**config.mk**
```make
export PLATFORM = sky130hd
export DESIGN_NAME = gate_bist_ctrl_flat
export DESIGN_NICKNAME = d
export VERILOG_FILES = /design/src/rtl/gate_bist_pkg.sv /design/src/rtl/gate_bist_ctrl_if.sv /design/src/rtl/gate_bist_lfsr.sv /design/src/rtl/gate_bist_ctrl.sv /design/src/flat_wrapper.sv
export SDC_FILE = /design/constraint.sdc
export NUM_CORES = 1
export LEC_CHECK = 0
export CAP_MARGIN = 40
export CORE_UTILIZATION = 51
export CTS_CLUSTER_DIAMETER = 120
export DETAILED_ROUTE_END_ITERATION = 10
export HOLD_SLACK_MARGIN = 0.02
export PLACE_DENSITY = 0.89
export SETUP_SLACK_MARGIN = 0.3
export SLEW_MARGIN = 15
export SYNTH_ARGS = -nofsm -noshare
export SYNTH_HDL_FRONTEND = slang
export SYNTH_HIERARCHICAL = 1
export SYNTH_SLANG_ARGS = --single-unit
```
**constraint.sdc**
```tcl
create_clock -name clk -period 3.15 [get_ports clk]
set_clock_uncertainty 0.15 [all_clocks]
set_input_delay 0.63 -clock clk [delete_from_list [all_inputs] [get_ports clk]]
set_output_delay 0.63 -clock clk [all_outputs]
set_load 0.01 [all_outputs]
```
**src/rtl/gate_bist_pkg.sv**
```systemverilog
// Shared widths, feedback taps and state encoding for the gate BIST controller.
// Latency: n/a (constants and a pure function only).
// Backpressure: n/a.
package gate_bist_pkg;

  localparam int IN_W  = 21;
  localparam int OUT_W = 10;

  // Pattern LFSR feedback x^21 + x^19 + 1: XOR of bits 20 and 18.
  localparam logic [IN_W-1:0]  LFSR_TAPS = 21'h140000;
  // MISR feedback: XOR of bits 9 and 6.
  localparam logic [OUT_W-1:0] MISR_TAPS = 10'h240;

  typedef enum logic [1:0] {
    IDLE = 2'd0,
    RUN  = 2'd1,
    DONE = 2'd2
  } state_e;

  // One MISR step: shift with feedback, then fold in the response word.
  function automatic logic [OUT_W-1:0] misr_next(input logic [OUT_W-1:0] sig,
                                                 input logic [OUT_W-1:0] resp);
    return {sig[OUT_W-2:0], ^(sig & MISR_TAPS)} ^ resp;
  endfunction

endpackage

```
**src/rtl/gate_bist_ctrl_if.sv**
```systemverilog
// Control/observe bundle between the BIST controller and its harness.
// Latency: n/a (wires only).
// Backpressure: none; start/abort are single-cycle pulses.
interface gate_bist_ctrl_if #(
  parameter int CNT_W = 10
);

  logic                             start;
  logic                             abort;
  logic [gate_bist_pkg::OUT_W-1:0]  golden;
  logic [gate_bist_pkg::OUT_W-1:0]  resp_in;
  logic [gate_bist_pkg::IN_W-1:0]   pat_out;
  logic                             busy;
  logic                             done;
  logic                             pass;
  logic [gate_bist_pkg::OUT_W-1:0]  signature;
  logic [CNT_W-1:0]                 pat_cnt;

  // Harness side: drives control and the DUT response, watches results.
  modport master (
    output start, abort, golden, resp_in,
    input  pat_out, busy, done, pass, signature, pat_cnt
  );

  // Controller side.
  modport slave (
    input  start, abort, golden, resp_in,
    output pat_out, busy, done, pass, signature, pat_cnt
  );

endinterface

```
**src/rtl/gate_bist_lfsr.sv**
```systemverilog
// Generic Fibonacci shift register with parallel XOR input (LFSR when xin=0, MISR otherwise).
// Latency: one cycle from en/load to q.
// Backpressure: none; en stalls the register, load reseeds it.
module gate_bist_lfsr #(
  parameter int            W    = 21,
  parameter logic [W-1:0]  TAPS = '0,
  parameter logic [W-1:0]  SEED = '0
) (
  input  logic          clk,
  input  logic          rst,
  input  logic          en,
  input  logic          load,
  input  logic [W-1:0]  xin,
  output logic [W-1:0]  q
);

  logic [W-1:0] q_q;
  logic [W-1:0] q_d;

  // Next state: load has priority over a shift step; otherwise hold.
  always_comb begin
    q_d = q_q;
    if (load) begin
      q_d = SEED;
    end else if (en) begin
      q_d = {q_q[W-2:0], ^(q_q & TAPS)} ^ xin;
    end
  end

  // Register with synchronous reset back to the seed.
  always_ff @(posedge clk) begin
    if (rst) begin
      q_q <= SEED;
    end else begin
      q_q <= q_d;
    end
  end

  assign q = q_q;

endmodule

```
**src/rtl/gate_bist_ctrl.sv**
```systemverilog
// BIST controller: drives LFSR patterns into a combinational gate model and compacts its outputs in a MISR.
// Latency: a run takes exactly PATTERNS cycles in RUN; all outputs are registered.
// Backpressure: none; start is ignored while running, abort returns to IDLE at the next edge.
module gate_bist_ctrl import gate_bist_pkg::*; #(
  parameter int               PATTERNS = 1000,
  parameter logic [IN_W-1:0]  SEED     = 21'h000001,
  parameter int               CNT_W    = $clog2(PATTERNS + 1)
) (
  input  logic             clk,
  input  logic             rst,
  gate_bist_ctrl_if.slave  bus
);

  // An all-zero LFSR would lock up, so a zero seed is promoted to 1.
  localparam logic [IN_W-1:0]  SEED_EFF = (SEED == '0) ? IN_W'(1) : SEED;
  localparam logic [CNT_W-1:0] LAST_CNT = CNT_W'(PATTERNS - 1);

  localparam logic [1:0] ST_IDLE = 2'(IDLE);
  localparam logic [1:0] ST_RUN  = 2'(RUN);
  localparam logic [1:0] ST_DONE = 2'(DONE);

  logic [1:0]       state_q, state_d;
  logic [CNT_W-1:0] pat_cnt_q, pat_cnt_d;
  logic             busy_q, busy_d;
  logic             done_q, done_d;
  logic             pass_q, pass_d;
  logic             init;
  logic             step;
  logic [IN_W-1:0]  pat_q;
  logic [OUT_W-1:0] sig_q;

  // FSM, counter and pass latch; abort beats terminal count, start beats abort in DONE.
  always_comb begin
    state_d   = state_q;
    pat_cnt_d = pat_cnt_q;
    pass_d    = pass_q;
    init      = 1'b0;
    step      = 1'b0;
    case (state_q)
      ST_IDLE, ST_DONE: begin
        if (bus.start) begin
          state_d   = ST_RUN;
          init      = 1'b1;
          pat_cnt_d = '0;
          pass_d    = 1'b0;
        end
      end
      ST_RUN: begin
        if (bus.abort) begin
          state_d = ST_IDLE;
        end else begin
          step      = 1'b1;
          pat_cnt_d = pat_cnt_q + CNT_W'(1);
          if (pat_cnt_q == LAST_CNT) begin
            state_d = ST_DONE;
            // The final response is absorbed on this same edge, so compare the post-step value.
            pass_d  = (misr_next(sig_q, bus.resp_in) == bus.golden);
          end
        end
      end
      default: begin
        state_d = ST_IDLE;
      end
    endcase
    busy_d = (state_d == ST_RUN);
    done_d = (state_d == ST_DONE);
  end

  // Control registers with synchronous reset.
  always_ff @(posedge clk) begin
    if (rst) begin
      state_q   <= ST_IDLE;
      pat_cnt_q <= '0;
      busy_q    <= 1'b0;
      done_q    <= 1'b0;
      pass_q    <= 1'b0;
    end else begin
      state_q   <= state_d;
      pat_cnt_q <= pat_cnt_d;
      busy_q    <= busy_d;
      done_q    <= done_d;
      pass_q    <= pass_d;
    end
  end

  gate_bist_lfsr #(
    .W    (IN_W),
    .TAPS (LFSR_TAPS),
    .SEED (SEED_EFF)
  ) u_pat_lfsr (
    .clk  (clk),
    .rst  (rst),
    .en   (step),
    .load (init),
    .xin  ('0),
    .q    (pat_q)
  );

  gate_bist_lfsr #(
    .W    (OUT_W),
    .TAPS (MISR_TAPS),
    .SEED ('0)
  ) u_misr (
    .clk  (clk),
    .rst  (rst),
    .en   (step),
    .load (init),
    .xin  (bus.resp_in),
    .q    (sig_q)
  );

  assign bus.pat_out   = pat_q;
  assign bus.signature = sig_q;
  assign bus.pat_cnt   = pat_cnt_q;
  assign bus.busy      = busy_q;
  assign bus.done      = done_q;
  assign bus.pass      = pass_q;

endmodule

```
**src/flat_wrapper.sv**
```systemverilog
// flat-port wrapper written by rule: the top's interface ports become plain ports
module gate_bist_ctrl_flat import gate_bist_pkg::*;
#(
  parameter int               PATTERNS = 1000,
  parameter logic [IN_W-1:0]  SEED     = 21'h000001,
  parameter int               CNT_W    = $clog2(PATTERNS + 1)
)
  (clk, rst, bus_start, bus_abort, bus_golden, bus_resp_in, bus_pat_out, bus_busy, bus_done, bus_pass, bus_signature, bus_pat_cnt);
  gate_bist_ctrl_if #(.CNT_W(CNT_W)) bus_i ();
  input  logic clk;
  input  logic rst;
  input wire logic [$bits(bus_i.start)-1:0] bus_start;
  input wire logic [$bits(bus_i.abort)-1:0] bus_abort;
  input wire logic [$bits(bus_i.golden)-1:0] bus_golden;
  input wire logic [$bits(bus_i.resp_in)-1:0] bus_resp_in;
  output wire logic [$bits(bus_i.pat_out)-1:0] bus_pat_out;
  output wire logic [$bits(bus_i.busy)-1:0] bus_busy;
  output wire logic [$bits(bus_i.done)-1:0] bus_done;
  output wire logic [$bits(bus_i.pass)-1:0] bus_pass;
  output wire logic [$bits(bus_i.signature)-1:0] bus_signature;
  output wire logic [$bits(bus_i.pat_cnt)-1:0] bus_pat_cnt;
  assign bus_i.start = bus_start;
  assign bus_i.abort = bus_abort;
  assign bus_i.golden = bus_golden;
  assign bus_i.resp_in = bus_resp_in;
  assign bus_pat_out = bus_i.pat_out;
  assign bus_busy = bus_i.busy;
  assign bus_done = bus_i.done;
  assign bus_pass = bus_i.pass;
  assign bus_signature = bus_i.signature;
  assign bus_pat_cnt = bus_i.pat_cnt;
  gate_bist_ctrl #(.PATTERNS(PATTERNS), .SEED(SEED), .CNT_W(CNT_W)) u_core (.clk(clk), .rst(rst), .bus(bus_i));
endmodule
```
* After elaboration in Yosys (flattened, before gate mapping)
Cells that the tools add are included.
** Storage, ports and cells
- RAM bits :: 0
- Bits in read-only memories :: 0
- Logic and storage cells :: 41
- Output and inout bits :: 44
- Memories kept :: 0
- Flip-flop bits (word level) :: 46
- Bits in latches :: 0
** Operators by class
- Muxes and demuxes :: 15
- Shift-type cells :: 0
- Reduce and logical (&&, ||, !) cells :: 8
- Equal/unequal tests :: 9
- $mul :: 0
- Order comparisons :: 0
- $add $sub $neg :: 1
- Div/mod/pow operators :: 0
- Bitwise gates (word level) :: 1
** Operators with widths (count)
- $reduce_xor 21->1 :: 1
- $mux 10 :: 2
- $pmux 10 s2 :: 1
- $add 10x1->10 const B :: 1
- $eq 10x10->1 :: 1
- $eq 10x10->1 const B :: 1
- $reduce_xor 10->1 :: 1
- $xor 10x10->10 :: 1
- $mux 1 :: 7
- $mux 2 :: 3
- $eq 2x1->1 const B :: 2
- $eq 2x2->1 const B :: 2
- $ne 2x2->1 const B :: 2
- $pmux 2 s2 :: 1
- $reduce_and 4->1 :: 1
- $reduce_or 2->1 :: 2
- $reduce_and 3->1 :: 1
- $logic_not 2->1 :: 1
- $ne 2x1->1 const B :: 1
- $pmux 1 s2 :: 1
- $reduce_bool 2->1 :: 1

* Depth between registers and ports, before layout
Gate-level depths: netlist of the first run.
- Depth after elaboration :: 6
- Mapped depth :: 6

* By module
Netlist of the first run, hierarchy kept.
** Modules (own cells, without submodules)
- gate_bist_ctrl :: area an instance 937.1 um2, instances 1, seq. area each 300.3 um2, cells each 97
- gate_bist_lfsr (u_core.u_pat_lfsr) :: area an instance 904.6 um2, instances 1, seq. area each 420.4 um2, cells each 92
- gate_bist_lfsr (u_core.u_misr) :: area an instance 444.2 um2, instances 1, seq. area each 200.2 um2, cells each 44

* Worst setup path before layout of the first run
Ideal clock, no wire load.
- Path kind :: input to register
- Start :: input port bus_resp_in[2]
- End :: register u_core.pass_q, in the netlist u_core/bus.pass
- Arrival time :: 1.725 ns
- Path slack :: 1.188 ns
- Buffers on the path :: 0
- Cell stages on the path :: 4
- Setup time :: 0.087 ns
- Path through :: xnor3_4 nand4_1 or4_1 o31ai_1
** Between the ends
- Cells in the longest elaborated chain, start to end :: 5
** RTL lines
- start, declared :: line flat_wrapper.sv:15 : input wire logic [$bits(bus_i.resp_in)-1:0] bus_resp_in;
- $xor 10x10->10 :: line gate_bist_pkg.sv:23 : return {sig[OUT_W-2:0], ^(sig & MISR_TAPS)} ^ resp;
- $eq 10x10->1 :: line gate_bist_ctrl.sv:57 : pass_d = (misr_next(sig_q, bus.resp_in) == bus.golden);
- $mux 1 :: line gate_bist_ctrl.sv:54 : if (pat_cnt_q == LAST_CNT) begin
- $mux 1 :: line gate_bist_ctrl.sv:49 : if (bus.abort) begin
- $pmux 1 s2 :: line gate_bist_ctrl.sv:39 : case (state_q)
- end signal, assigned :: line gate_bist_ctrl.sv:82 : pass_q <= pass_d;
- end, declared :: line gate_bist_ctrl.sv:26 : logic pass_q, pass_d;
No other way between the ends. The select of a mux whose other input is x is not followed.
A chain may end at the register's enable or synchronous reset.

* Worst setup path in the final report of the first run
Same ends and word-level chain as after synthesis.

==> results of run 1 <==
==> metal layers <==
layer	global-route usage, %	routed length (um)
met1	27.3	2150
met2	35.2	2290
met3	5.76	239
met4	4.59	48
met5	0	0
==> worst reg2reg max path, delay by kind of cell, from the launching register on <==
family                     cells  cell delay, ns
and+or+nand+nor                2            0.67
AOI/OAI and AO/OA              2            0.51
DFF                            1            0.43
adders and majority gates      1            0.28
==> cell usage in the layout (no fill, tap or decap), drive strengths merged, types with 3 or more instances in the layout <==
| cell type | count |
|---|---|
| clkdlybuf4s50 | 67 |
| dfxtp | 46 |
| nor2 | 39 |
| xnor2 | 33 |
| a211oi | 29 |
| conb | 21 |
| xor2 | 9 |
| nand2 | 6 |
| a21oi | 6 |
| clkbuf | 6 |
| o21ai | 5 |
| or3 | 5 |
| xnor3 | 5 |
| o2111ai | 3 |
| mux2i | 3 |
| buf | 3 |
| or2 | 3 |
==> cell usage after synthesis (2+ instances only) <==
cell type and n:
sky130_fd_sc_hd__dfxtp_1 46, sky130_fd_sc_hd__nor2_1 39, sky130_fd_sc_hd__xnor2_1 33, sky130_fd_sc_hd__a211oi_1 29, sky130_fd_sc_hd__xor2_1 9, sky130_fd_sc_hd__a21oi_1 6, sky130_fd_sc_hd__buf_2 6, sky130_fd_sc_hd__nand2_1 6
sky130_fd_sc_hd__buf_4 5, sky130_fd_sc_hd__o21ai_0 5, sky130_fd_sc_hd__or3_1 4, sky130_fd_sc_hd__mux2i_1 3, sky130_fd_sc_hd__o2111ai_1 3, sky130_fd_sc_hd__xnor3_1 3, sky130_fd_sc_hd__a221oi_1 2, sky130_fd_sc_hd__clkbuf_1 2
sky130_fd_sc_hd__nand3_1 2, sky130_fd_sc_hd__nand4b_1 2, sky130_fd_sc_hd__nor2b_1 2, sky130_fd_sc_hd__or2_2 2, sky130_fd_sc_hd__xor3_1 2
==> area by class of cell <==
type / count / area [um^2] / share of cell area [%]
multi-input combinational: 193 / 1360 / 43.2
clock buffer: 6 / 72.6 / 2.31
sequential: 46 / 921 / 29.3
clock inverter: 2 / 37.5 / 1.19
tap: 50 / 62.6 / 1.99
timing repair buffer: 70 / 693 / 22.0
==> per-stage QoR <==
step | hold slack, ns | total power [uW] | utilization (%)
finish | 0.363 | 1250 | 75.9
global route | 0.385 | 1300 | 75.9
CTS | 0.361 | 1260 | 75.9
global placement | 0.341 | 826 | 73.2
floorplan | 0.361 | 754 | -
detailed placement | 0.348 | 831 | 73.2
==> sequential cells by signal, indices dropped and copies added, names as in the netlist <==
| name | count |
|---|---|
| u_core/u_pat_lfsr/q | 21 |
| u_core/bus.pat_cnt | 10 |
| u_core/u_misr/q | 10 |
| u_core/state_q | 2 |
| u_core/bus.busy | 1 |
| u_core/bus.done | 1 |
| u_core/bus.pass | 1 |
==> kinds of logic after synthesis <==
logic type / count (synthesis) / synth area share [%]
AO/OA/AOI/OAI: 49 / 15.3
XOR/XNOR: 49 / 23.3
adder cells (fa/ha/maj): 1 / 0.547
buffers and inverters: 14 / 3.89
flip-flops: 46 / 40.3
multiplexers: 3 / 1.31
other: 1 / 0.164
AND/OR/NAND/NOR: 70 / 15.2
==> final timing paths <==
| kind | to | slack [ns] |
|---|---|---|
| min reg2reg | u_core/bus.pat_cnt[9] | 0.36 |
| max | u_core/bus.pass | 0.91 |
| min | u_core/bus.pat_cnt[9] | 0.36 |
| max reg2reg | u_core/bus.pass | 1.02 |
==> report_power, final <==
group          internal, uW  switching, uW  total, uW
Sequential              597           18.3        615
Clock                   237            195        431
Combinational           117           86.3        203
Total                   951            299       1250
==> flow_summary.ini, run 1 <==
[outcome]
run_status = complete, no violations

[cts]
count_of_hold_fix_buffers_inserted_at_cts = 0
cts.clk_slew.worst_paths_ns = 0.08
cts-root-to-sink-buffers = 2
cts-buffers-inserted = 5
clock_tree_from_tritoncts = yes
post_cts_resized = 0
cts_sinks = 46
cts_htree_levels = 2
clk-insertion-delay-late_ns = 0.30
cts-root-buf = sky130_fd_sc_hd__clkbuf_8
count_of_buffers_added_by_post_cts_timing_repair_for_setup = 0

[routing]
drt_first_pass_iters = 4
drt_first_iter_violations = 103
routed_wl_um = 4730
routed_vias_inst = 5.21
drtAntennaViolNets = 0
route.vias.total = 1913
drc = 0
wl_per_cell_um = 12.9

[placement]
place_area_mm2 = 0.00303
post-place-cells = 359
detailedPlacementHpwl_um = 3470
gpl.final_weighted_congestion = 0.805
port_buffers = 67
dpl_worst_slack_ns = 0.601

[worst_setup_path]
worst_setup_path_end_kind = flip-flop
crit_path_cell_trace = clkdlybuf4s50_1 -> xnor3_4 -> nand4_1 -> or4_1 -> o31ai_1
rr_startpoint = u_core/bus.pat_cnt[0]
r2r.worst_path.cells = 5
path_delay_family = simple AND/OR/NAND/NOR gates
arrival_ns = 2.29
critPathSlowestCell = sky130_fd_sc_hd__or4_1
cp.buffers_inverters = 1
critPathLaunch = bus_resp_in[2]
criticalPathCategory = in2reg
path_depth = 5
crit_path_max_fanout = 2
critical_path.startpoint_type = input port
cp.required_ns = 3.20
critical-path-max-stage-delay_ns = 0.48

[global_routing]
antenna_found_initial = 0
first_global_vias = 1640
pin_count_of_the_biggest_net_entering_global_routing = 37
globalRouteTotalUtil_pct = 21.2
first_pass_grt_wire_length_um = 7410
overflow = 0

[pwr]
vdd_ir_drop_max_mv = 0.362
power_density_mw_per_mm2 = 398
static-leakage-power_uw = 0.00107

[timing]
rsz0062_at_grt = false
max_slew_margin_pct = 57.6
timing.final.crit_share_pct = 71.1
final.setup.worst_slack_ns = 0.912
period_minus_slack_ns = 2.24
setup_viol_count_final = 0
fmax_mhz = 447
total_negative_slack_ns = 0
final_max_slew_viol_count = 0
tightest_slew_ns = 0.636
finalHoldViolCount = 0

[cells_and_area]
nFillCells = 312
nNetsFinal = 341
final_layout_size_suffix_gt1_share_pct = 5.68
non_filler_instance_count_after_layout = 367
antennaDiodeCount = 0
layout.cell_area.non_filler_mm2 = 0.00314
area_growth_syn_to_layout_pct = 37.5

[yosys]
synthesis.area_mm2 = 0.00229
async_reset_ff_share_pct = 0
post_synth_main_area_contributors = sky130_fd_sc_hd__dfxtp_1 (40%), sky130_fd_sc_hd__xnor2_1 (13%), sky130_fd_sc_hd__a211oi_1 (9.5%), sky130_fd_sc_hd__nor2_1 (6.4%), sky130_fd_sc_hd__xor2_1 (3.4%)
synth_enable_flop_cells = 0
avgSynthCellArea_um2 = 9.81
synth_top_area_share_pct = 40.3
synthCells = 233
synth_warnings = 6
synth-seq-cells = 46
netlist-cell-type-count = 43
synth-main-ff-cell = sky130_fd_sc_hd__dfxtp_1
synth.yosys.seq_area_share_pct = 40.3
netlist.top_cell.by_area = sky130_fd_sc_hd__dfxtp_1

[flow_run]
maxCapViolCount = 0

[worst_hold_path]
hold_start = u_core/bus.pat_cnt[9]
timing.hold.worst.class = reg2reg
min_delay_path_depth = 2

[floorplanning]
io-pin-count = 68
core.rowCount = 23
die_footprint_mm2 = 0.00475
area_of_the_core_mm2 = 0.00414
chip_height_um = 69.0
die_w_um = 69.0
floorplan.initialDensity_pct = 55.2
Note: power is estimated with default switching activity, not from simulation.
==> inputs of run 2 (changes only) <==
--- a/config.mk
+++ b/config.mk
@@ -6,11 +6,11 @@
 export NUM_CORES = 1
 export LEC_CHECK = 0
 export CAP_MARGIN = 40
-export CORE_UTILIZATION = 51
+export CORE_UTILIZATION = 47
 export CTS_CLUSTER_DIAMETER = 120
 export DETAILED_ROUTE_END_ITERATION = 10
 export HOLD_SLACK_MARGIN = 0.02
-export PLACE_DENSITY = 0.89
+export PLACE_DENSITY = 0.83
 export SETUP_SLACK_MARGIN = 0.3
 export SLEW_MARGIN = 15
 export SYNTH_ARGS = -nofsm -noshare
==> constraint.sdc (replaced) <==
create_clock -name clk -period 2.2 [get_ports clk]
set_clock_uncertainty 0.15 [all_clocks]
set_input_delay 0.44 -clock clk [delete_from_list [all_inputs] [get_ports clk]]
set_output_delay 0.44 -clock clk [all_outputs]
set_load 0.01 [all_outputs]
==> flow_summary.ini, run 2 (synthesis gave the netlist of run 1 again) <==
[outcome]
run_status = complete, no violations

[cts]
cts.clk_slew.worst_paths_ns = 0.09
cts_htree_levels = 2
count_of_hold_fix_buffers_inserted_at_cts = 0
cts-root-to-sink-buffers = 2
cts-buffers-inserted = 5
clock_tree_from_tritoncts = yes
cts_sinks = 46
clk-insertion-delay-late_ns = 0.31
cts-root-buf = sky130_fd_sc_hd__clkbuf_8

[timing]
finalHoldViolCount = 0
final.setup.worst_slack_ns = 0.293
period_minus_slack_ns = 1.91
fmax_mhz = 524
setup_viol_count_final = 0
rsz0062_at_grt = true
final_max_slew_viol_count = 0
timing.hold.ws_ns = 0.364
timing.final.crit_share_pct = 86.7

[global_routing]
pin_count_of_the_biggest_net_entering_global_routing = 34
first_global_vias = 1831
globalRouteTotalUtil_pct = 21.1
overflow = 0
antenna_found_initial = 0
first_pass_grt_wire_length_um = 8440

[worst_setup_path]
criticalPathCategory = reg2out
cp.required_ns = 1.61
worst_setup_path_end_kind = output pin
crit_path_max_fanout = 4
critical_path.startpoint_type = flip-flop
arrival_ns = 1.32

[placement]
post-place-cells = 375
detailedPlacementHpwl_um = 3740
dpl_worst_slack_ns = -0.114
port_buffers = 67
gpl.final_weighted_congestion = 0.771

[worst_hold_path]
timing.hold.worst.class = reg2reg

[routing]
wl_per_cell_um = 13.9
route.vias.total = 2011
routed_vias_inst = 5.16
routed_wl_um = 5420
drt_first_pass_iters = 4
drt_first_iter_violations = 87
drtAntennaViolNets = 0
drc = 0

[cells_and_area]
largest_register_ffs = 21
area_growth_syn_to_layout_pct = 48.7
antennaDiodeCount = 0
final_layout_size_suffix_gt1_share_pct = 18.2
final_common_cell = sky130_fd_sc_hd__clkdlybuf4s50_1
layout.cells.most_common_list = sky130_fd_sc_hd__clkdlybuf4s50_1 (60), sky130_fd_sc_hd__nor2_1 (39), sky130_fd_sc_hd__xnor2_1 (33)
non_filler_instance_count_after_layout = 390
nNetsFinal = 360

[floorplanning]
chip_height_um = 71.7
core.rowCount = 25
area_of_the_core_mm2 = 0.00469
die_w_um = 71.7
die_footprint_mm2 = 0.00515
io-pin-count = 68
floorplan.initialDensity_pct = 48.7

[pwr]
vdd_ir_drop_max_mv = 0.319
design_power_total_uw = 1850
power_density_mw_per_mm2 = 544
static-leakage-power_uw = 0.00125

[flow_run]
maxCapViolCount = 0
-- run 2: cell types whose count changed in the layout (fill, tap and decap cells not counted), moves of 2 or more --
cell                              change
sky130_fd_sc_hd__clkdlybuf4s50_1      -7
sky130_fd_sc_hd__dfxtp_2             +13
sky130_fd_sc_hd__dlygate4sd2_1        +4
sky130_fd_sc_hd__o21ai_0              -2
sky130_fd_sc_hd__a21oi_1              -2
sky130_fd_sc_hd__o21ai_1              +2
sky130_fd_sc_hd__a21oi_2              +2
sky130_fd_sc_hd__dlymetal6s2s_1       +3
sky130_fd_sc_hd__buf_4               +16
sky130_fd_sc_hd__o2111ai_2            +2
sky130_fd_sc_hd__dfxtp_1             -16
sky130_fd_sc_hd__o2111ai_1            -2
sky130_fd_sc_hd__dfxtp_4              +3
-- run 2: timing repair --
item                       in CTS  in global routing
resized for setup              12                 23
gates cloned                    0                  1
setup endpoints to repair       9                 28
buffers inserted                0                  6
pin swaps                       2                 11
-- run 2: per-layer routing --
metal	up-vias	GRT usage, %	part of all wire [%]
met5	-	0	0
met4	0	7.63	1.6
met3	9	5.06	3.8
met2	52	36.1	50
met1	948	25.9	45
li1	1002	-	-
-- run 2: layout make-up --
type / count / area [um^2]
fill: 355 / 1290
tap: 54 / 67.6
clock inverter: 3 / 45.0
sequential: 46 / 948
timing repair buffer: 89 / 872
clock buffer: 5 / 68.8
multi-input combinational: 193 / 1400
-- run 2: final timing paths --
| kind | start | end | slack, ns | cells past startpoint |
|---|---|---|---|---|
| worst max register to register | u_core/bus.pat_cnt[0] | u_core/bus.pass | 0.35 | 5 |
| worst min-delay path | u_core/u_pat_lfsr/q[20] | u_core/u_pat_lfsr/q[20] | 0.36 | 2 |
| worst min register to register | u_core/u_pat_lfsr/q[20] | u_core/u_pat_lfsr/q[20] | 0.36 | 2 |
| worst max-delay path | u_core/bus.pat_cnt[1] | bus_pat_cnt[1] | 0.29 | 2 |
-- run 2: through the flow --
stage / cell area (um^2) / utilization [%] / setup TNS, ns
final: 3400 / 72.5 / 0
after global routing: 3400 / 72.5 / 0
after CTS: 3280 / 69.8 / 0
after detailed placement: 3150 / 67.1 / -0.114
after global placement: 3150 / 67.1 / -0.0464
after floorplan: 2370 / - / 0
-- run 2: where the power goes --
group / switching, uW / internal [uW]
logic: 134 / 189
clock network: 309 / 338
registers: 26.9 / 853
total: 470 / 1380
-- run 2: worst max-delay path, cell delays in order (launching register included) --
cell and delay [ns]:
sky130_fd_sc_hd__dfxtp_4 0.38, sky130_fd_sc_hd__buf_4 0.11, sky130_fd_sc_hd__clkdlybuf4s50_1 0.52
==> inputs of run 3 (changes only) <==
--- a/config.mk
+++ b/config.mk
@@ -12,7 +12,7 @@
 export HOLD_SLACK_MARGIN = 0.02
 export PLACE_DENSITY = 0.83
 export SETUP_SLACK_MARGIN = 0.3
-export SLEW_MARGIN = 15
+export SLEW_MARGIN = 5
 export SYNTH_ARGS = -nofsm -noshare
 export SYNTH_HDL_FRONTEND = slang
 export SYNTH_HIERARCHICAL = 1
==> results of run 3 <==
Same layout as run 2: the final DEF is identical, and so are final timing and power.
